===== config.mk =====
export PLATFORM = sky130hd
export DESIGN_NAME = im_loader
export DESIGN_NICKNAME = d
export VERILOG_FILES = /design/src/rtl/im_loader_pkg.sv /design/src/rtl/im_loader_word_assembler.sv /design/src/rtl/im_loader.sv
export SDC_FILE = /design/constraint.sdc
export NUM_CORES = 1
export LEC_CHECK = 0
export CAP_MARGIN = 25
export CORE_ASPECT_RATIO = 1.2
export CORE_UTILIZATION = 40
export DETAILED_ROUTE_END_ITERATION = 7
export PLACE_DENSITY_LB_ADDON = 0.12
export SKIP_CTS_REPAIR_TIMING = 1
export SLEW_MARGIN = 15
export SYNTH_ARGS = -nofsm -noshare
export SYNTH_HDL_FRONTEND = slang
export SYNTH_SLANG_ARGS = --single-unit
export TNS_END_PERCENT = 50

===== constraint.sdc =====
create_clock -name Clock -period 4.92 [get_ports Clock]
set_input_delay 0.492 -clock Clock [delete_from_list [all_inputs] [get_ports Clock]]
set_output_delay 0.492 -clock Clock [all_outputs]
set_load 0.005 [all_outputs]

===== src/rtl/im_loader_pkg.sv =====
// Shared types and constants for the instruction-memory boot loader.
package im_loader_pkg;

  typedef enum logic [2:0] {
    S_IDLE   = 3'd0,
    S_LEN_HI = 3'd1,
    S_LEN_LO = 3'd2,
    S_DATA   = 3'd3,
    S_CHECK  = 3'd4,
    S_RESP   = 3'd5,
    S_DONE   = 3'd6
  } state_e;

  localparam logic [7:0] MAGIC     = 8'h55;
  localparam logic [7:0] ACK       = 8'h06;
  localparam logic [7:0] NAK       = 8'h15;
  localparam int         LEN_W     = 16;
  localparam logic [1:0] LAST_BYTE = 2'd3;

  // States in which the inter-byte idle timer runs.
  function automatic logic is_frame_state(input state_e s);
    case (s)
      S_LEN_HI, S_LEN_LO, S_DATA, S_CHECK: return 1'b1;
      default:                             return 1'b0;
    endcase
  endfunction

endpackage


===== src/rtl/im_loader_word_assembler.sv =====
// Packs big-endian bytes into 32-bit words; word_ready flags the byte that completes a word.
module word_assembler
  import im_loader_pkg::*;
(
  input  logic        clk,
  input  logic        rst,
  input  logic        clr,
  input  logic        byte_valid,
  input  logic [7:0]  byte_data,
  output logic [31:0] word,
  output logic        word_ready
);

  logic [23:0] shift_q, shift_d;
  logic [1:0]  cnt_q, cnt_d;

  // Next shift-register contents and byte position
  always_comb begin
    shift_d = shift_q;
    cnt_d   = cnt_q;
    if (clr) begin
      shift_d = 24'd0;
      cnt_d   = 2'd0;
    end else if (byte_valid) begin
      shift_d = {shift_q[15:0], byte_data};
      cnt_d   = cnt_q + 2'd1;
    end else begin
      shift_d = shift_q;
      cnt_d   = cnt_q;
    end
  end

  assign word       = {shift_q, byte_data};
  assign word_ready = byte_valid && !clr && (cnt_q == LAST_BYTE);

  // Shift register and byte counter flops
  always_ff @(posedge clk) begin
    if (rst) begin
      shift_q <= 24'd0;
      cnt_q   <= 2'd0;
    end else begin
      shift_q <= shift_d;
      cnt_q   <= cnt_d;
    end
  end

endmodule


===== src/rtl/im_loader.sv =====
// Boot loader: frames the UART byte stream, writes words into IM from word 0,
// verifies an XOR checksum, answers ACK/NAK and releases the CPU on success.
module im_loader
  import im_loader_pkg::*;
#(
  parameter int IM_ADDR_W      = 11,
  parameter int IM_WORDS       = 2048,
  parameter int TIMEOUT_CYCLES = 1_000_000
) (
  input  logic                 Clock,
  input  logic                 Reset,
  input  logic                 Rx_Valid,
  input  logic [7:0]           Rx_Data,
  output logic                 IM_We,
  output logic [IM_ADDR_W-1:0] IM_Addr,
  output logic [31:0]          IM_Din,
  output logic                 Ack_Valid,
  output logic [7:0]           Ack_Data,
  input  logic                 Ack_Ready,
  output logic                 CPU_Hold,
  output logic                 Load_Done,
  output logic                 Load_Error
);

  localparam int               TMO_W    = $clog2(TIMEOUT_CYCLES + 1);
  localparam logic [TMO_W-1:0] TMO_LAST = TMO_W'(TIMEOUT_CYCLES - 1);
  localparam logic [LEN_W:0]   MAX_LEN  = (LEN_W + 1)'(IM_WORDS);

  state_e               state_q, state_d;
  logic [7:0]           len_hi_q, len_hi_d;
  logic [LEN_W-1:0]     len_q, len_d;
  logic [LEN_W-1:0]     word_idx_q, word_idx_d;
  logic [7:0]           chk_q, chk_d;
  logic [TMO_W-1:0]     tmo_q, tmo_d;
  logic                 im_we_q, im_we_d;
  logic [IM_ADDR_W-1:0] im_addr_q, im_addr_d;
  logic [31:0]          im_din_q, im_din_d;
  logic                 ack_valid_q, ack_valid_d;
  logic [7:0]           ack_data_q, ack_data_d;
  logic                 cpu_hold_q, cpu_hold_d;
  logic                 load_done_q, load_done_d;
  logic                 load_error_q, load_error_d;

  logic [LEN_W-1:0]     len_rx_s;
  logic                 over_len_s;
  logic                 timeout_s;
  logic                 last_word_s;
  logic                 handshake_s;
  logic                 ack_pass_s;
  logic                 asm_clr_s;
  logic                 asm_valid_s;
  logic                 asm_ready_s;
  logic [31:0]          asm_word_s;

  assign len_rx_s    = {len_hi_q, Rx_Data};
  assign over_len_s  = {1'b0, len_rx_s} > MAX_LEN;
  assign timeout_s   = is_frame_state(state_q) && !Rx_Valid && (tmo_q == TMO_LAST);
  assign last_word_s = word_idx_q == (len_q - LEN_W'(1));
  assign handshake_s = ack_valid_q && Ack_Ready;
  assign ack_pass_s  = (state_q == S_CHECK) && Rx_Valid && (Rx_Data == chk_q);
  assign asm_clr_s   = (state_q == S_IDLE) || (state_q == S_LEN_LO);
  assign asm_valid_s = Rx_Valid && (state_q == S_DATA);

  word_assembler u_word_assembler (
    .clk        (Clock),
    .rst        (Reset),
    .clr        (asm_clr_s),
    .byte_valid (asm_valid_s),
    .byte_data  (Rx_Data),
    .word       (asm_word_s),
    .word_ready (asm_ready_s)
  );

  // State register
  always_ff @(posedge Clock) begin
    if (Reset) begin
      state_q <= S_IDLE;
    end else begin
      state_q <= state_d;
    end
  end

  // Next-state logic
  always_comb begin
    state_d = state_q;
    case (state_q)
      S_IDLE: begin
        if (Rx_Valid && (Rx_Data == MAGIC)) state_d = S_LEN_HI;
        else                                state_d = S_IDLE;
      end
      S_LEN_HI: begin
        if (Rx_Valid)       state_d = S_LEN_LO;
        else if (timeout_s) state_d = S_RESP;
        else                state_d = S_LEN_HI;
      end
      S_LEN_LO: begin
        if (Rx_Valid) begin
          if (over_len_s)                   state_d = S_RESP;
          else if (len_rx_s == LEN_W'(0))   state_d = S_CHECK;
          else                              state_d = S_DATA;
        end else if (timeout_s) begin
          state_d = S_RESP;
        end else begin
          state_d = S_LEN_LO;
        end
      end
      S_DATA: begin
        if (asm_ready_s && last_word_s) state_d = S_CHECK;
        else if (timeout_s)             state_d = S_RESP;
        else                            state_d = S_DATA;
      end
      S_CHECK: begin
        if (Rx_Valid || timeout_s) state_d = S_RESP;
        else                       state_d = S_CHECK;
      end
      S_RESP: begin
        if (handshake_s) state_d = (ack_data_q == ACK) ? S_DONE : S_IDLE;
        else             state_d = S_RESP;
      end
      S_DONE:  state_d = S_DONE;
      default: state_d = S_IDLE;
    endcase
  end

  // Datapath and output next values
  always_comb begin
    len_hi_d     = len_hi_q;
    len_d        = len_q;
    word_idx_d   = word_idx_q;
    chk_d        = chk_q;
    im_we_d      = 1'b0;
    im_addr_d    = im_addr_q;
    im_din_d     = im_din_q;
    cpu_hold_d   = cpu_hold_q;
    load_done_d  = load_done_q;
    load_error_d = load_error_q;

    case (state_q)
      S_IDLE: begin
        if (Rx_Valid && (Rx_Data == MAGIC)) load_error_d = 1'b0;
        else                                load_error_d = load_error_q;
      end
      S_LEN_HI: begin
        if (Rx_Valid) len_hi_d = Rx_Data;
        else          len_hi_d = len_hi_q;
      end
      S_LEN_LO: begin
        if (Rx_Valid) begin
          len_d      = len_rx_s;
          word_idx_d = {LEN_W{1'b0}};
          chk_d      = 8'h00;
        end else begin
          len_d      = len_q;
        end
      end
      S_DATA: begin
        if (Rx_Valid) chk_d = chk_q ^ Rx_Data;
        else          chk_d = chk_q;
        if (asm_ready_s) begin
          im_we_d    = 1'b1;
          im_addr_d  = word_idx_q[IM_ADDR_W-1:0];
          im_din_d   = asm_word_s;
          word_idx_d = word_idx_q + LEN_W'(1);
        end else begin
          im_we_d    = 1'b0;
        end
      end
      S_RESP: begin
        if (handshake_s && (ack_data_q == ACK)) begin
          load_done_d = 1'b1;
          cpu_hold_d  = 1'b0;
        end else if (handshake_s) begin
          load_error_d = 1'b1;
        end else begin
          load_done_d  = load_done_q;
        end
      end
      default: im_we_d = 1'b0;
    endcase

    // The response byte is decided on the cycle that enters RESP
    if ((state_d == S_RESP) && (state_q != S_RESP)) begin
      ack_valid_d = 1'b1;
      ack_data_d  = ack_pass_s ? ACK : NAK;
    end else if ((state_q == S_RESP) && handshake_s) begin
      ack_valid_d = 1'b0;
      ack_data_d  = ack_data_q;
    end else begin
      ack_valid_d = ack_valid_q;
      ack_data_d  = ack_data_q;
    end

    if (!is_frame_state(state_q) || Rx_Valid || (state_d != state_q)) tmo_d = {TMO_W{1'b0}};
    else                                                               tmo_d = tmo_q + TMO_W'(1);
  end

  // Datapath and output registers
  always_ff @(posedge Clock) begin
    if (Reset) begin
      len_hi_q     <= 8'h00;
      len_q        <= {LEN_W{1'b0}};
      word_idx_q   <= {LEN_W{1'b0}};
      chk_q        <= 8'h00;
      tmo_q        <= {TMO_W{1'b0}};
      im_we_q      <= 1'b0;
      im_addr_q    <= {IM_ADDR_W{1'b0}};
      im_din_q     <= 32'd0;
      ack_valid_q  <= 1'b0;
      ack_data_q   <= 8'h00;
      cpu_hold_q   <= 1'b1;
      load_done_q  <= 1'b0;
      load_error_q <= 1'b0;
    end else begin
      len_hi_q     <= len_hi_d;
      len_q        <= len_d;
      word_idx_q   <= word_idx_d;
      chk_q        <= chk_d;
      tmo_q        <= tmo_d;
      im_we_q      <= im_we_d;
      im_addr_q    <= im_addr_d;
      im_din_q     <= im_din_d;
      ack_valid_q  <= ack_valid_d;
      ack_data_q   <= ack_data_d;
      cpu_hold_q   <= cpu_hold_d;
      load_done_q  <= load_done_d;
      load_error_q <= load_error_d;
    end
  end

  assign IM_We      = im_we_q;
  assign IM_Addr    = im_addr_q;
  assign IM_Din     = im_din_q;
  assign Ack_Valid  = ack_valid_q;
  assign Ack_Data   = ack_data_q;
  assign CPU_Hold   = cpu_hold_q;
  assign Load_Done  = load_done_q;
  assign Load_Error = load_error_q;

endmodule


Word-level counts from Yosys, hierarchy flattened. Cells that the tools add are included.

Add/subtract/negate cells: 4. Magnitude comparators: 1. Equal/unequal tests: 21. Multiplexer cells: 28. Bitwise operators: 2. Reductions and logical operators: 36.

Operator list (count): $mux W16 (2); $pmux W16 S2 (1); $mux W3 (10); $pmux W3 S7 (1); $add A20 B1 Y20 const B (1); $eq A20 B20 Y1 const B (1); $add A16 B1 Y16 const B (1); $eq A16 B16 Y1 (1); $gt A16 B12 Y1 const B (1); $logic_not A16 Y1 (1); $mux W8 (2); $pmux W8 S2 (1); $sub A16 B1 Y16 const B (1); $logic_and A1 B1 Y1 (13); $eq A3 B3 Y1 const B (4); $ne A2 B2 Y1 const B (5); $mux W1 (9); $eq A8 B3 Y1 const B (1); $eq A8 B7 Y1 const B (1); $eq A8 B8 Y1 (1); $reduce_and A2 Y1 (4); $xor A8 B8 Y8 (1); $eq A3 B2 Y1 const B (2); $reduce_and A3 Y1 (2); 16 further kinds (25).

Register bits: 153. Input bits: 12. Output and inout bits: 56. Word-level logic and storage cells: 108.

Logic depth before layout (Yosys ltp). Gate-level depths: netlist (run 1).

Depth in word-level cells: 11. Depth in mapped cells: 11. Depth with buffers taken out: 10.

Hierarchy. A second synthesis (run 1) with hierarchy kept.

Cell total of the unflattened synthesis: 812. Area total of the unflattened synthesis: 6686.4 sq um.

Modules (own cells, without submodules): im_loader (instances 1, cells an instance 717, area each 5642.9 sq um); word_assembler (instances 1, cells an instance 95, area each 1043.5 sq um).

Least setup slack after synthesis (run 1). OpenSTA, ideal clock, no wires.

Path kind: reg2reg. Start: reg len_q[0]. End: reg ack_data_q[1] (netlist: Ack_Data[1]). Library setup time: 0.120 ns. Arrival time: 2.555 ns. Required time: 4.800 ns. Slack: 2.245 ns. Stages on the path, launching flop included: 11. Clock period less this slack: 2.675 ns. Cell sequence: dfxtp_1 > inv_1 > ha_1 > or4b_4 > xnor2_1 > or4_1 > a21boi_0 > o32ai_1 > o21ba_1 > a21o_1 > o31a_1.

Word-level cells in the longest chain between the ends: 7.

RTL lines: start, declared (line im_loader.sv:31) `logic [LEN_W-1:0] len_q, len_d;`; start signal, assigned (line im_loader.sv:201) `len_q <= {LEN_W{1'b0}};`; start signal, assigned (line im_loader.sv:215) `len_q <= len_d;`; $sub A16 B1 Y16 (line im_loader.sv:58) `assign last_word_s = word_idx_q == (len_q - LEN_W'(1));`; $eq A16 B16 Y1 (line im_loader.sv:58); $logic_and A1 B1 Y1 (line im_loader.sv:108) `if (asm_ready_s && last_word_s) state_d = S_CHECK;`; $mux W3 (line im_loader.sv:108); $pmux W3 S7 (line im_loader.sv:86) `case (state_q)`; $eq A3 B3 Y1 (line im_loader.sv:182) `if ((state_d == S_RESP) && (state_q != S_RESP)) begin`; $logic_and A1 B1 Y1 (line im_loader.sv:182); end signal, assigned (line im_loader.sv:223) `ack_data_q <= ack_data_d;`; end, declared (line im_loader.sv:39) `logic [7:0] ack_data_q, ack_data_d;`.

Every way passes these cells. A chain may end at the register's enable or synchronous reset.

Worst setup path after layout (run 1).
Start: in Rx_Valid. End: reg ack_data_q[1] (netlist: Ack_Data[1]).

Word-level cells in the longest chain between the ends: 8. Elaborated cells on any way between the ends: 23. Those cells by class: eq/ne (1); mux (10); reduce/logical (12).

RTL lines: start, declared (line im_loader.sv:12) `input logic Rx_Valid,`; $logic_not A1 Y1 / $logic_and A1 B1 Y1 (equally long branches) (line im_loader.sv:57, im_loader.sv:62); $logic_and A1 B1 Y1, on equally long branches (2 in series) (line im_loader.sv:57, im_loader_word_assembler.sv:34); $mux W3 (tied with other cells) (line im_loader.sv:101) `end else if (timeout_s) begin`; $mux W3 (tied with other cells) (line im_loader.sv:97) `if (Rx_Valid) begin`; $pmux W3 S7 (line im_loader.sv:86); $eq A3 B3 Y1 (line im_loader.sv:182); $logic_and A1 B1 Y1 (line im_loader.sv:182).

Several ways; a longest one is shown, not always the timed one.

==> summary.md, run 1 <==
| Metric | Value |
|---|---|
| Worst Setup End Kind | `register` |
| Routability cong. | `0.868` |
| Top-count cell post-synth | `nand2_1` |
| R2r setup slk | `1.69 ns` |
| Post-DRT Antenna Nets | `0` |
| Number of synthesized register bits | `148` |
| Power density cells | `332 mW/mm^2` |
| Main flop type after synthesis | `dfxtp_1` |
| RSZ-0062 raised after global routing | `no` |
| Endpoints failing setup | `0` |
| Largest stage delay, worst path | `0.61 ns` |
| Crit Path Max Fanout | `46` |
| Hold WS | `0.451 ns` |
| Io pins | `68` |
| Leakage | `2.54 nW` |
| First-pass GRT wire length | `25600 um` |
| Die Ht | `140 um` |
| Top Family by Delay on Critical Path | `compound AO/OA/AOI/OAI gates` |
| Critical Path RT | `5.22 ns` |
| Final period utilization | `70.6%` |
| Rel. slew slack | `30.1%` |
| Fin Setup TNS | `0 ns` |
| Root Buffer | `clkbuf_16` |
| Site row count | `50` |
| Reg2Reg Depth | `10` |
| Pins Over Slew Limit | `0` |
| CP Cell Sequence | `clkdlybuf4s50_1, nor2b_1, nand3_2, buf_4, a2111oi_0, o2111ai_1, a211o_1, o21ai_0, o211ai_1, o31a_1` |
| Critical path depth in cells | `10` |
| FMAX | `0.288 GHz` |
| Post-Layout Inst Area | `0.00774 mm^2` |
| # clock sinks | `148` |
| Hold Path Class | `register to register` |
| Max-cap check violation count | `0` |
| Synthesized area | `0.00638 mm^2` |
| Via count | `5487` |
| Outcome | `finished clean` |
| WS Path Type | `input port to register` |
| Pin count of the biggest net entering global routing | `58` |
| Hpwl dp | `10400 um` |
| Critical Path Source | `Rx_Valid` |
| CP endpoint | `Ack_Data[1]` |
| Startpoint types | `input port` |
| Async S/R FF share, synth | `0%` |
| Area of the core | `0.0156 mm^2` |
| Synth warn | `0` |
| Tmin final | `3.48 ns` |
| CTS tree | `done` |
| Syn Inst Count | `817` |
| Top cells by count, synth | `nand2_1 (217), dfxtp_1 (148), a21oi_1 (109), nor2_1 (69), clkbuf_1 (39)` |
| Dpl cell area | `0.00711 mm^2` |
| Clock Latency Late Sink | `0.42 ns` |
| Number of I/O port buffers | `63` |
| Critical path arrival | `3.78 ns` |
| WL final | `15300 um` |
| Yosys cell types | `53` |
| Initial Util | `41.0%` |
| RR Startpoint | `len_q[0]` |
| Tot GR Track Use | `19.9%` |
| Synthesized area per cell | `7.81 um^2` |
| CP bufs+invs | `2` |
| Area Overhead vs Synth | `21.4%` |
| Crit-path slowest cell | `clkdlybuf4s50_1` |
| Fin cells | `1078` |
| Iteration-0 DRC count of the detailed router | `320` |
| Diode count | `0` |
| Grt ovf | `0` |
| Finished Core Util | `49.7%` |
| Seq/Total Area, Yosys | `46.4%` |
| Final Skew | `0.00756 ns` |
| Vias per std cell | `5.09` |
| Initial antenna violation count | `0` |
| Area leader, netlist | `dfxtp_1` |
| Worst Tran Pin Value | `1.03 ns` |
| Die Wd | `117 um` |
| Inst Count DP | `1046` |
| Area contributors post-synth | `dfxtp_1 (46%), nand2_1 (13%), a21oi_1 (8.6%), xnor2_1 (4.3%), nor2_1 (4.1%)` |
| Die area | `0.0165 mm^2` |
| Vias in the first global route | `5247` |
| # nets final | `874` |
| R2r endpoint | `Ack_Data[1]` |
| Htree depth | `4` |
| Layout cell share with drive strength beyond 1 | `5.63%` |
| CTS buffer count | `17` |
| Clock-pin slew on the worst setup and hold paths | `0.06 ns` |
| Yosys top cell area share | `46.4%` |
| Drt first pass iters | `4` |
| Max clock buf depth | `2` |
| Wire length per cell | `14.2 um` |
| Number of remaining DRC errors | `0` |
| VDD IR max | `0.216 mV` |
| EDFF count, synth | `0` |
| Final hold vios | `0` |
[cell type report]
type | instances | area [um^2]
flip-flops and latches | 148 | 2960
well taps | 208 | 260
repair buffers | 72 | 713
clock buffers | 20 | 457
multi-input cells | 607 | 3160
fillers | 1522 | 7840
inverters | 12 | 45.0
clock inverters | 11 | 149
[worst min-delay path, stage by stage (launching register included)]
cell and delay, ns:
dfxtp_1 0.31, inv_1 0.05, a21oi_1 0.05
[sequential cells by signal, indices dropped and copies added (netlist names)]
signal	flops
IM_Addr	11
chk_q	8
IM_We	1
Ack_Data	3
Load_Error	1
word_idx_q	16
len_q	16
tmo_q	20
Load_Done	1
IM_Din	32
state_q	3
Ack_Valid	1
u_word_assembler.shift_q	24
u_word_assembler.cnt_q	2
CPU_Hold	1
len_hi_q	8
[worst min-delay path by stage]
stage,startpoint,end,slack (ns),cells after the start
2_1_floorplan,tmo_q[0],tmo_q[0],0.43,1
3_3_place_gp,Load_Done,Load_Done,0.44,2
3_5_place_dp,CPU_Hold,CPU_Hold,0.45,1
4_1_cts,u_word_assembler.shift_q[16],IM_Din[24],0.46,2
5_1_grt,IM_Addr[6],IM_Addr[6],0.48,2
6_report,Load_Done,Load_Done,0.45,2
[layout by cell type (no fill, tap or decap), drive strengths merged, types with 3 or more instances in the layout]
cell	count
a2111oi	4
a21o	3
a21oi	109
and2	6
and3	10
buf	10
bufinv	3
clkbuf	20
clkdlybuf4s50	62
clkinvlp	3
conb	4
dfxtp	148
ha	4
inv	15
nand2	217
nand2b	4
nand3	26
nand4	6
nor2	69
nor2b	10
nor3	11
nor4	7
o21ai	17
o311ai	3
or2	3
or3	3
or4	4
xnor2	31
xor2	27
[per-stage QoR]
stage               setup WS [ns]  power [W]
CTS                          1.49    0.00260
finish                       1.44    0.00257
global route                 1.24    0.00266
global placement             1.24    0.00127
floorplan                    2.25    0.00125
detailed placement           1.05    0.00127
[power by group]
part	internal [W]	total [W]	switching, W
clock network	0.000824	0.00133	0.000503
registers	0.00120	0.00120	0.000000169
logic	0.0000145	0.0000467	0.0000322
[kinds of logic after synthesis]
| kind of cell | count (synthesis) | share of synthesized area, % |
|---|---|---|
| XOR/XNOR | 58 | 7.96 |
| AND/OR/NAND/NOR | 384 | 26.3 |
| adder cells (fa/ha/maj) | 4 | 0.784 |
| multiplexers | 1 | 0.157 |
| buffers and inverters | 65 | 4.35 |
| AO/OA/AOI/OAI | 156 | 13.9 |
| other | 1 | 0.0588 |
| flip-flops | 148 | 46.4 |
[metal layers]
layer / up-vias / wire [um] / track usage, % / part of all wire (%)
li1: 2792 / - / - / -
met1: 2575 / 7110 / 25.7 / 46
met2: 98 / 7320 / 32.3 / 48
met3: 22 / 598 / 4.37 / 3.9
met4: 0 / 277 / 7.13 / 1.8
met5: - / 0 / 0 / 0
No activity file was read; power rests on OpenSTA's default activity.
==> inputs of run 2 (changes only) <==
==> constraint.sdc (replaced) <==
create_clock -name Clock -period 2.9 [get_ports Clock]
set_input_delay 0.29 -clock Clock [delete_from_list [all_inputs] [get_ports Clock]]
set_output_delay 0.29 -clock Clock [all_outputs]
set_load 0.005 [all_outputs]
==> run 2 against run 1 <==
Net effect:
- clock skew up 0.00085 ns
- clock-buffer cell count unchanged
- global-route usage up 0.70 points
- sequential share of layout area down 0.68 points
- worst hold slack worse by 0.17 ns
- die area unchanged
- design area up 1.9%
- non-clock buffer count up 25
==> summary.md, run 2 (synthesis gave the netlist of run 1 again) <==
| Metric | Value |
|---|---|
| Outcome | `finished clean` |
| RR Startpoint | `len_q[5]` |
| Hold worst-path end | `IM_We` |
| Htree depth | `4 (unchanged)` |
| Dpl cell area | `0.00732 mm^2 (+2.9%)` |
| Final period utilization | `95.3%` |
| Drt first pass iters | `4 (unchanged)` |
| # clock sinks | `148 (unchanged)` |
| Wire length per cell | `14.4 um (+1.6%)` |
| Io pins | `68 (unchanged)` |
| Power density cells | `522 mW/mm^2 (+57%)` |
| Grt ovf | `0 (unchanged)` |
| Crit-path slowest cell | `or4_4` |
| Number of I/O port buffers | `63 (unchanged)` |
| Die area | `0.0165 mm^2 (unchanged)` |
| Routability cong. | `0.893 (+2.8%)` |
| Clock Latency Late Sink | `0.42 ns (about the same)` |
| Reg2Reg Depth | `8 (-2)` |
| Number of remaining DRC errors | `0 (unchanged)` |
| Tot GR Track Use | `20.6% (+0.70 points)` |
| RSZ-0062 raised after global routing | `no` |
| Diode count | `0 (unchanged)` |
| Hpwl dp | `11200 um (+7.7%)` |
| R2r setup slk | `0.14 ns (-1.55 ns)` |
| R2r endpoint | `Ack_Data[1]` |
| Vias in the first global route | `5367 (+2.3%)` |
| Clock-pin slew on the worst setup and hold paths | `0.06 ns (about the same)` |
| Max clock buf depth | `2 (unchanged)` |
| Hold path cells | `2 (unchanged)` |
| Pin count of the biggest net entering global routing | `47 (-19%)` |
| Vias per std cell | `5.13 (+0.87%)` |
| FMAX | `0.362 GHz` |
| Final Skew | `0.00841 ns (+0.000853 ns)` |
| Critical Path RT | `3.21 ns (-2.01 ns)` |
| Most frequent cells in the layout | `nand2_1 (217), dfxtp_1 (147), a21oi_1 (109), nor2_1 (69), clkdlybuf4s50_1 (62)` |
| Worst Setup End Kind | `register` |
| Inst Count DP | `1072 (+2.5%)` |
| Via count | `5663 (+3.2%)` |
| WL final | `15900 um (+4.0%)` |
| CTS tree | `done` |
| WS Path Type | `register to register` |
| Site row count | `50 (unchanged)` |
| Top Family by Delay on Critical Path | `compound AO/OA/AOI/OAI gates` |
| Rel. slew slack | `46.2% (+16 points)` |
| Worst Tran Pin Value | `0.805 ns (-0.230 ns)` |
| Root Buffer | `clkbuf_16` |
| Max-cap check violation count | `0 (unchanged)` |
| Initial antenna violation count | `0 (unchanged)` |
| First-pass GRT wire length | `26100 um (+2.2%)` |
| Largest stage delay, worst path | `0.59 ns (-0.02 ns)` |
| Area of the core | `0.0156 mm^2 (unchanged)` |
| CTS buffer count | `17 (unchanged)` |
| Critical path arrival | `3.07 ns (-0.71 ns)` |
| Fin cells | `1103 (+2.3%)` |
| Startpoint types | `register` |
| Initial Util | `41.0% (unchanged)` |
| Iteration-0 DRC count of the detailed router | `243 (-24%)` |
| Tmin final | `2.76 ns` |
| Layout cell share with drive strength beyond 1 | `8.94% (+3.3 points)` |
| Die Wd | `117 um (unchanged)` |
| Max reg flops | `32 (unchanged)` |
| Leakage | `2.63 nW (+3.6%)` |
| Endpoints failing setup | `0 (unchanged)` |
| VDD IR max | `0.396 mV (+83%)` |
| Area Overhead vs Synth | `23.6%` |
| # nets final | `899 (+2.9%)` |
| CP bufs+invs | `0 (-2)` |
| Final hold vios | `0 (unchanged)` |
| CP Cell Sequence | `or4_4, or2_4, nor4_2, o2111ai_1, a211o_1, o21ba_4, a21o_1, o31a_1` |
| Post-Layout Inst Area | `0.00789 mm^2 (+1.9%)` |
| Pins Over Slew Limit | `0 (unchanged)` |
| Crit Path Max Fanout | `6 (-87%)` |
| Most common cell after layout, fill and taps aside | `nand2_1` |
| Post-DRT Antenna Nets | `0 (unchanged)` |
| Hold Path Class | `input port to register` |
| Die Ht | `140 um (unchanged)` |
| Min-delay src | `Reset` |
-- run 2: routing by layer --
| layer | up-vias | GRT usage (%) | wire length, um |
|---|---|---|---|
| li1 | 2839 | - | - |
| met3 | 19 | 4.89 | 692 |
| met2 | 114 | 34.0 | 7980 |
| met1 | 2691 | 25.9 | 7010 |
| met4 | 0 | 7.26 | 236 |
| met5 | - | 0 | 0 |
-- run 2: worst max path at each step --
stage	startpoint	to	slack (ns)	depth (start not counted)
3_3_place_gp	Rx_Valid	Ack_Data[1]	0.10	9
4_1_cts	len_q[0]	Ack_Data[1]	0.04	10
3_5_place_dp	Rx_Valid	Ack_Data[1]	-0.02	9
6_report	len_q[5]	Ack_Data[1]	0.14	8
2_1_floorplan	len_q[0]	Ack_Data[1]	0.23	10
5_1_grt	len_q[0]	tmo_q[11]	0.01	11
-- run 2: cell type report --
| cell class | count | area (um^2) |
|---|---|---|
| Clock inverter | 11 | 81.3 |
| Multi-Input combinational cell | 607 | 3190 |
| Clock buffer | 20 | 457 |
| Tap cell | 208 | 260 |
| Timing Repair Buffer | 97 | 893 |
| Sequential cell | 148 | 2960 |
| Inverter | 12 | 45.0 |
| Fill cell | 1515 | 7690 |
-- run 2: per-stage QoR --
step / utilization (%) / hold WS, ns / setup slack [ns] / setup TNS (ns) / power, W
2_1_floorplan: - / 0.426 / 0.225 / 0 / 0.00212
3_3_place_gp: 47.0 / 0.433 / 0.102 / 0 / 0.00217
3_5_place_dp: 47.0 / 0.446 / -0.0170 / -0.0184 / 0.00217
4_1_cts: 50.4 / 0.281 / 0.0383 / 0 / 0.00417
5_1_grt: 50.6 / 0.319 / 0.0105 / 0 / 0.00428
6_report: 50.6 / 0.286 / 0.137 / 0 / 0.00412
-- run 2: worst register-to-register path: stages, from the launching register on --
cell and delay, ns:
dfxtp_1 0.36, or4_4 0.59, or2_4 0.26, nor4_2 0.26, o2111ai_1 0.15, a211o_1 0.31
o21ba_4 0.25, a21o_1 0.19, o31a_1 0.29
-- run 2: power breakdown --
group / total (W) / internal [W] / switching [W]
clock: 0.00199 / 0.00113 / 0.000858
sequential: 0.00203 / 0.00203 / 0.000000179
combinational: 0.0000908 / 0.0000322 / 0.0000586
==> RTL change 1, RTL diff (settings of run 2) <==
Take the reset off `im_din_q` and load it in a clocked block of its own.
--- a/src/rtl/im_loader.sv
+++ b/src/rtl/im_loader.sv
@@ -205,5 +205,4 @@
       im_we_q      <= 1'b0;
       im_addr_q    <= {IM_ADDR_W{1'b0}};
-      im_din_q     <= 32'd0;
       ack_valid_q  <= 1'b0;
       ack_data_q   <= 8'h00;
@@ -219,5 +218,4 @@
       im_we_q      <= im_we_d;
       im_addr_q    <= im_addr_d;
-      im_din_q     <= im_din_d;
       ack_valid_q  <= ack_valid_d;
       ack_data_q   <= ack_data_d;
@@ -226,4 +224,8 @@
       load_error_q <= load_error_d;
     end
+  end
+
+  always_ff @(posedge Clock) begin
+    im_din_q <= im_din_d;
   end
 
Check against the original RTL: differs if Reset is asserted again (counterexample within 10 cycles, from zero or initial values and one cycle with Reset high); with Reset held inactive, the same outputs for 10 cycles.
==> RTL change 1 against run 2 <==
Synthesized area increased by 0.31%; power increased by 3.1%; setup slack improved by 0.094 ns; die area increased by 0.31%; sequential share of layout area increased by 3.8 points; fmax increased by 3.5%; sequential power increased by 3%; cell area increased by 0.67%; combinational power decreased by 11%; sequential cell count unchanged; wire length decreased by 4.3%; via count decreased by 9.3%; global-route usage decreased by 1.4 points; largest power group unchanged; highest routed layer unchanged.
==> RTL change 1: results (changes against run 2) <==
Run status
The run finished with clean final reports.

Clock network
The number of buffers on the longest clock path is 2 (unchanged). The TritonCTS buffer count is 17 (unchanged). The clock root buffer is sky130_fd_sc_hd__clkbuf_16. The later-pin clock latency in the skew report is about 0.43 ns. The clock transition time at the flip-flop clock pins of the worst setup and hold paths was 0.06 ns (about the same).

Synth
The fraction of registers with async set or reset after synthesis is 0% (unchanged). In the post-synthesis netlist, the biggest area contributors are sky130_fd_sc_hd__dfxtp_1, sky130_fd_sc_hd__edfxtp_1, sky130_fd_sc_hd__nand2_1. The number of enable-type register cells in the synthesized netlist is 32 (+32). After synthesis, the most frequently instantiated cells are sky130_fd_sc_hd__nand2_1, sky130_fd_sc_hd__dfxtp_1, sky130_fd_sc_hd__a21oi_1, sky130_fd_sc_hd__nor2_1. The sequential element share of the synthesized area is 51.3% (+4.9 points).

The distinct cell type count of the synthesized netlist is 59 (+11%).

Setup path
The delay contributed by the slowest stage of the critical path came to 0.54 ns (-0.05 ns). The flop-to-flop setup slack is 0.23 ns (+0.09 ns). The slowest stage of the critical path is the sky130_fd_sc_hd__or4b_4 cell. The critical path ends at state_q[1]. The biggest fanout along the worst timing path is 5 (-1).

The kind of cell with the highest combined delay on the critical path is simple AND/OR/NAND/NOR gates. The worst reg2reg path depth is 10 (+2). The arrival time reported for the critical path endpoint is 2.98 ns (-0.09 ns). The launching element of the worst setup path is len_q[0].

Place
The count of buffers inserted at the top-level ports came to 63 (unchanged). The routability congestion estimate from global placement was 0.871 (-2.4%). The half-perimeter wire length after detailed placement is 11000 µm (-2.2%).

Power and ir drop
The standby leakage power was 2.62 nW (-0.36%). The worst-case vdd ir drop is 0.000317 V (-20%).

GRT
The number of antenna violations at the first check in global routing is 0 (unchanged). The maximum number of pins on one net before global-route repair is 43 (-8.5%). The global routing usage summed across all routing layers is 19.2% (-1.4 points).

The number of global-route vias before repair came to 4805 (-10%). The first-pass GRT wire length came to 25000 µm (-4.3%).

Cells and area
The flip-flop count of the largest register, all copies and words added is 32 (unchanged). The number of antenna repair diodes was 0 (unchanged). The final layout net count came to 801 (-11%). The layout cell share with drive strength beyond 1 came to 11.9% (+3.0 points). The number of fill cells is 1507 (-0.53%).

Min path
The min-delay analysis places its worst path in the category input port to register.

Route
The count of TritonRoute iterations in the first routing pass is 4 (unchanged). The number of vias in the routed layout is 5139 (-9.3%). The starting DRC count in detailed routing is 298 (+23%).

The detailed-route wire length per cell is 15.1 µm (+4.9%).

Timing
The setup clock skew after layout is 0.0131 ns (+0.00467 ns). The transition time at the pin with the least slew margin is 0.554 ns (-0.251 ns).
## RTL change 1: cell types whose count changed after synthesis, moves of 9 or more
cell	delta
sky130_fd_sc_hd__nand2_1	-96
sky130_fd_sc_hd__a21oi_1	-36
sky130_fd_sc_hd__dfxtp_1	-32
sky130_fd_sc_hd__edfxtp_1	+32
sky130_fd_sc_hd__a31oi_1	+10
sky130_fd_sc_hd__nor2_2	+10
sky130_fd_sc_hd__clkbuf_1	-9
sky130_fd_sc_hd__nand3_1	-9
sky130_fd_sc_hd__or2_2	+9
## RTL change 1: kinds of logic after synthesis
family / synth area share [%]
XOR/XNOR: 7.53
other: 0.0586
flip-flops: 51.3
buffers and inverters: 3.99
multiplexers: 1.25
AO/OA/AOI/OAI: 11.6
AND/OR/NAND/NOR: 23.5
adder cells (fa/ha/maj): 0.782
## RTL change 1: layer usage
layer	track usage, %	routed length (µm)	up-vias
li1	-	-	2603
met1	24.3	6890	2387
met2	31.8	7440	129
met3	3.91	614	20
met4	8.37	291	0
met5	0	0	-
## RTL change 1: through the flow
stage	worst slack [ns]	total power (W)	cell area, µm²	hold WS [ns]	cells
4_1_cts	-0.0270	0.00429	7930	0.244	1006
6_report	0.231	0.00425	7940	0.249	1006
5_1_grt	0.0794	0.00439	7940	0.280	1006
3_5_place_dp	-0.168	0.00222	7370	0.420	974
2_1_floorplan	0.0876	0.00218	6410	0.389	712
3_3_place_gp	-0.104	0.00222	7370	0.414	974
## RTL change 1: worst min path at each step
| stage | slack, ns | cells after the start | to |
|---|---|---|---|
| final | 0.25 | 2 | Ack_Data[1] |
| after global routing | 0.28 | 2 | Ack_Data[1] |
| after CTS | 0.24 | 2 | Ack_Data[1] |
| after detailed placement | 0.42 | 0 | IM_Din[29] |
| after global placement | 0.41 | 0 | IM_Din[29] |
| after floorplan | 0.39 | 0 | IM_Din[0] |
## RTL change 1: power by group
part | internal, W | leakage [nW] | total, W | switching, W
combinational | 0.0000321 | 1.10 | 0.0000812 | 0.0000491
clock | 0.00121 | 0.274 | 0.00207 | 0.000859
sequential | 0.00210 | 1.25 | 0.00210 | 0.000000336
total | 0.00334 | 2.62 | 0.00425 | 0.000909
## RTL change 1: cell type report
cell class / count / area share [%]
tap: 208 / 3.28
sequential: 148 / 41.4
inverter: 18 / 0.851
multi-input combinational: 504 / 36.4
clock buffer: 21 / 5.67
clock inverter: 11 / 1.32
timing repair buffer: 96 / 11.2
==> RTL change 2, RTL diff (settings of run 2) <==
Made on the original files. Set the parameter `IM_ADDR_W` to 12 (it was 11).
--- a/src/rtl/im_loader.sv
+++ b/src/rtl/im_loader.sv
@@ -4,5 +4,5 @@
   import im_loader_pkg::*;
 #(
-  parameter int IM_ADDR_W      = 11,
+  parameter int IM_ADDR_W      = 12,
   parameter int IM_WORDS       = 2048,
   parameter int TIMEOUT_CYCLES = 1_000_000
Interface: changed (resized IM_Addr); port bits go from 68 to 69. The function was not compared with the original's and may differ.
==> RTL change 2 against run 2 <==
Combinational power grew 5.2%; cell area is 3.6% higher; synthesized area grew 3.9%; final cell count up 1.6%; global-route usage up 0.61 points; worst hold slack got worse by 0.059 ns; sequential cell count increased by 1; power is 6.8% higher; wire length up 8.0%; setup slack gained 0.074 ns; first-iteration DRC count rose by 51%; via count rose by 2.5%.
==> RTL change 2: results (changes against run 2) <==
Run status
The run finished with clean final reports.

Route
The met1 wire length is 7370 µm (+5.2%). The wire length on met2 is 8760 µm (+9.8%). The amount of wire on met3 after detailed routing is 607 µm (-12%). The starting DRC count in detailed routing came to 368 (+51%). The via count normalized by instance count is 5.18 (+0.86%).

The final wirelength is 17200 µm (+8.0%). The count of TritonRoute iterations in the first routing pass came to 5 (+1).

Setup path
The source of the worst register-to-register timing path is len_q[1]. The arrival time reported for the critical path endpoint came to 2.96 ns (-0.11 ns). The biggest fanout along the worst timing path is 7 (+1). The flop-to-flop setup slack came to 0.21 ns (+0.07 ns). The end of the worst register-to-register path is state_q[1].

Timing
The transition time at the pin with the least slew margin was 0.892 ns (+0.0870 ns). The final critical delay including setup and external delays is 2.69 ns (-0.0736 ns). The setup clock skew after layout is 0.00971 ns (+0.00130 ns).

Power and ir drop
The power per standard cell area came to 538 nW/µm² (+3.1%). The net switching share of the total power was 20.9% (-1.3 points). The standby leakage power is 2.70 nW (+2.5%). The power in combinational cells is 0.0000955 W (+5.2%). The worst-case vdd ir drop is 0.000359 V (-9.5%).

Synth
The distinct cell type count of the synthesized netlist came to 65 (+23%). In the post-synthesis netlist, the biggest area contributors are sky130_fd_sc_hd__dfxtp_1, sky130_fd_sc_hd__nand2_1, sky130_fd_sc_hd__a21oi_1. The sequential element share of the synthesized area is 45.0% (-1.4 points).

The number of warnings reported in the yosys synthesis log is 0 (unchanged). By count the netlist is led by sky130_fd_sc_hd__nand2_1, sky130_fd_sc_hd__dfxtp_1, sky130_fd_sc_hd__a21oi_1, sky130_fd_sc_hd__nor2_1, sky130_fd_sc_hd__clkbuf_1.

GRT
The number of global-route vias before repair was 5693 (+6.1%). The maximum number of pins on one net before global-route repair was 86 (+83%). The first-pass GRT wire length is 28300 µm (+8.2%). The global routing usage summed across all routing layers is 21.2% (+0.61 points).

Place
The worst setup slack after placement is 0.0277 ns (+0.0446 ns). The cell area after placement was 7560 µm² (+3.3%). The routability congestion estimate from global placement is 0.892 (about the same). The half-perimeter wire length after detailed placement is 12400 µm (+11%). The count of buffers inserted at the top-level ports is 64 (+1.6%).

Cells and area
The layout cell share with drive strength beyond 1 is 9.90% (+0.96 points). The number of fill cells is 1604 (+5.9%). The final layout net count is 913 (+1.6%). The flip-flop count of the largest register, all copies and words added is 32 (unchanged).

Min path
The path class of the tightest hold or removal check is input port to register.

Clock network
The number of buffers on the longest clock path came to 2 (unchanged). In this run the clock root is driven by a sky130_fd_sc_hd__clkbuf_16.
==> RTL change 2: cell count changes after synthesis, moves of 5 or more <==
cell	delta
sky130_fd_sc_hd__nand3b_1	+6
sky130_fd_sc_hd__or3_1	+5
sky130_fd_sc_hd__clkbuf_1	+6
sky130_fd_sc_hd__nand3_1	-10
sky130_fd_sc_hd__nand4_1	+7
sky130_fd_sc_hd__nor3_2	+12
sky130_fd_sc_hd__nor2_1	-21
sky130_fd_sc_hd__inv_1	+5
==> RTL change 2: logic make-up (layout without fill, tap and decap cells) <==
| group | Yosys count | in the layout | share of synthesized area, % |
|---|---|---|---|
| simple gates | 379 | 379 | 26.9 |
| compound gates | 168 | 168 | 14.6 |
| flops | 149 | 149 | 45.0 |
| buf+inv | 78 | 148 | 5.08 |
| xor+xnor | 55 | 55 | 7.27 |
| fa+ha+maj | 4 | 4 | 0.755 |
| mux | 2 | 2 | 0.321 |
| other cells | 1 | 4 | 0.0566 |
==> RTL change 2: per-layer routing <==
| layer | vias up | global-route usage [%] |
|---|---|---|
| met4 | 0 | 9.87 |
| li1 | 2935 | - |
| met3 | 34 | 5.03 |
| met5 | - | 0 |
| met2 | 108 | 36.4 |
| met1 | 2728 | 24.9 |
==> RTL change 2: critical path: stages (launching register included) <==
cell and delay [ns]:
sky130_fd_sc_hd__dfxtp_1 0.35, sky130_fd_sc_hd__inv_1 0.08, sky130_fd_sc_hd__ha_1 0.15, sky130_fd_sc_hd__or4b_1 0.59, sky130_fd_sc_hd__a2111oi_2 0.41, sky130_fd_sc_hd__a41oi_1 0.08
sky130_fd_sc_hd__o22a_1 0.27, sky130_fd_sc_hd__a2111oi_1 0.45, sky130_fd_sc_hd__o22ai_1 0.16
==> RTL change 2: how the worst min path moves through the flow <==
stage | start | to | slack, ns | cells after the start
after detailed placement | Load_Done | Load_Done | 0.44 | 2
after global placement | Load_Done | Load_Done | 0.44 | 2
after floorplan | Rx_Data[1] | len_hi_q[1] | 0.43 | 2
after global routing | Reset | CPU_Hold | 0.25 | 3
final | Reset | CPU_Hold | 0.23 | 3
after CTS | Reset | CPU_Hold | 0.22 | 3
==> RTL change 2: layout make-up <==
| cell class | count | share of cell area, % |
|---|---|---|
| clock buffers | 20 | 5.59 |
| flip-flops and latches | 149 | 36.5 |
| inverters | 17 | 0.781 |
| multi-input cells | 612 | 40.8 |
| well taps | 212 | 3.25 |
| clock inverters | 11 | 1.85 |
| repair buffers | 100 | 11.2 |
==> RTL change 2: through the flow <==
step / total power [W] / cells
after global routing: 0.00456 / 1121
final: 0.00440 / 1121
after floorplan: 0.00215 / 839
after detailed placement: 0.00219 / 1090
after global placement: 0.00219 / 1090
after CTS: 0.00446 / 1121
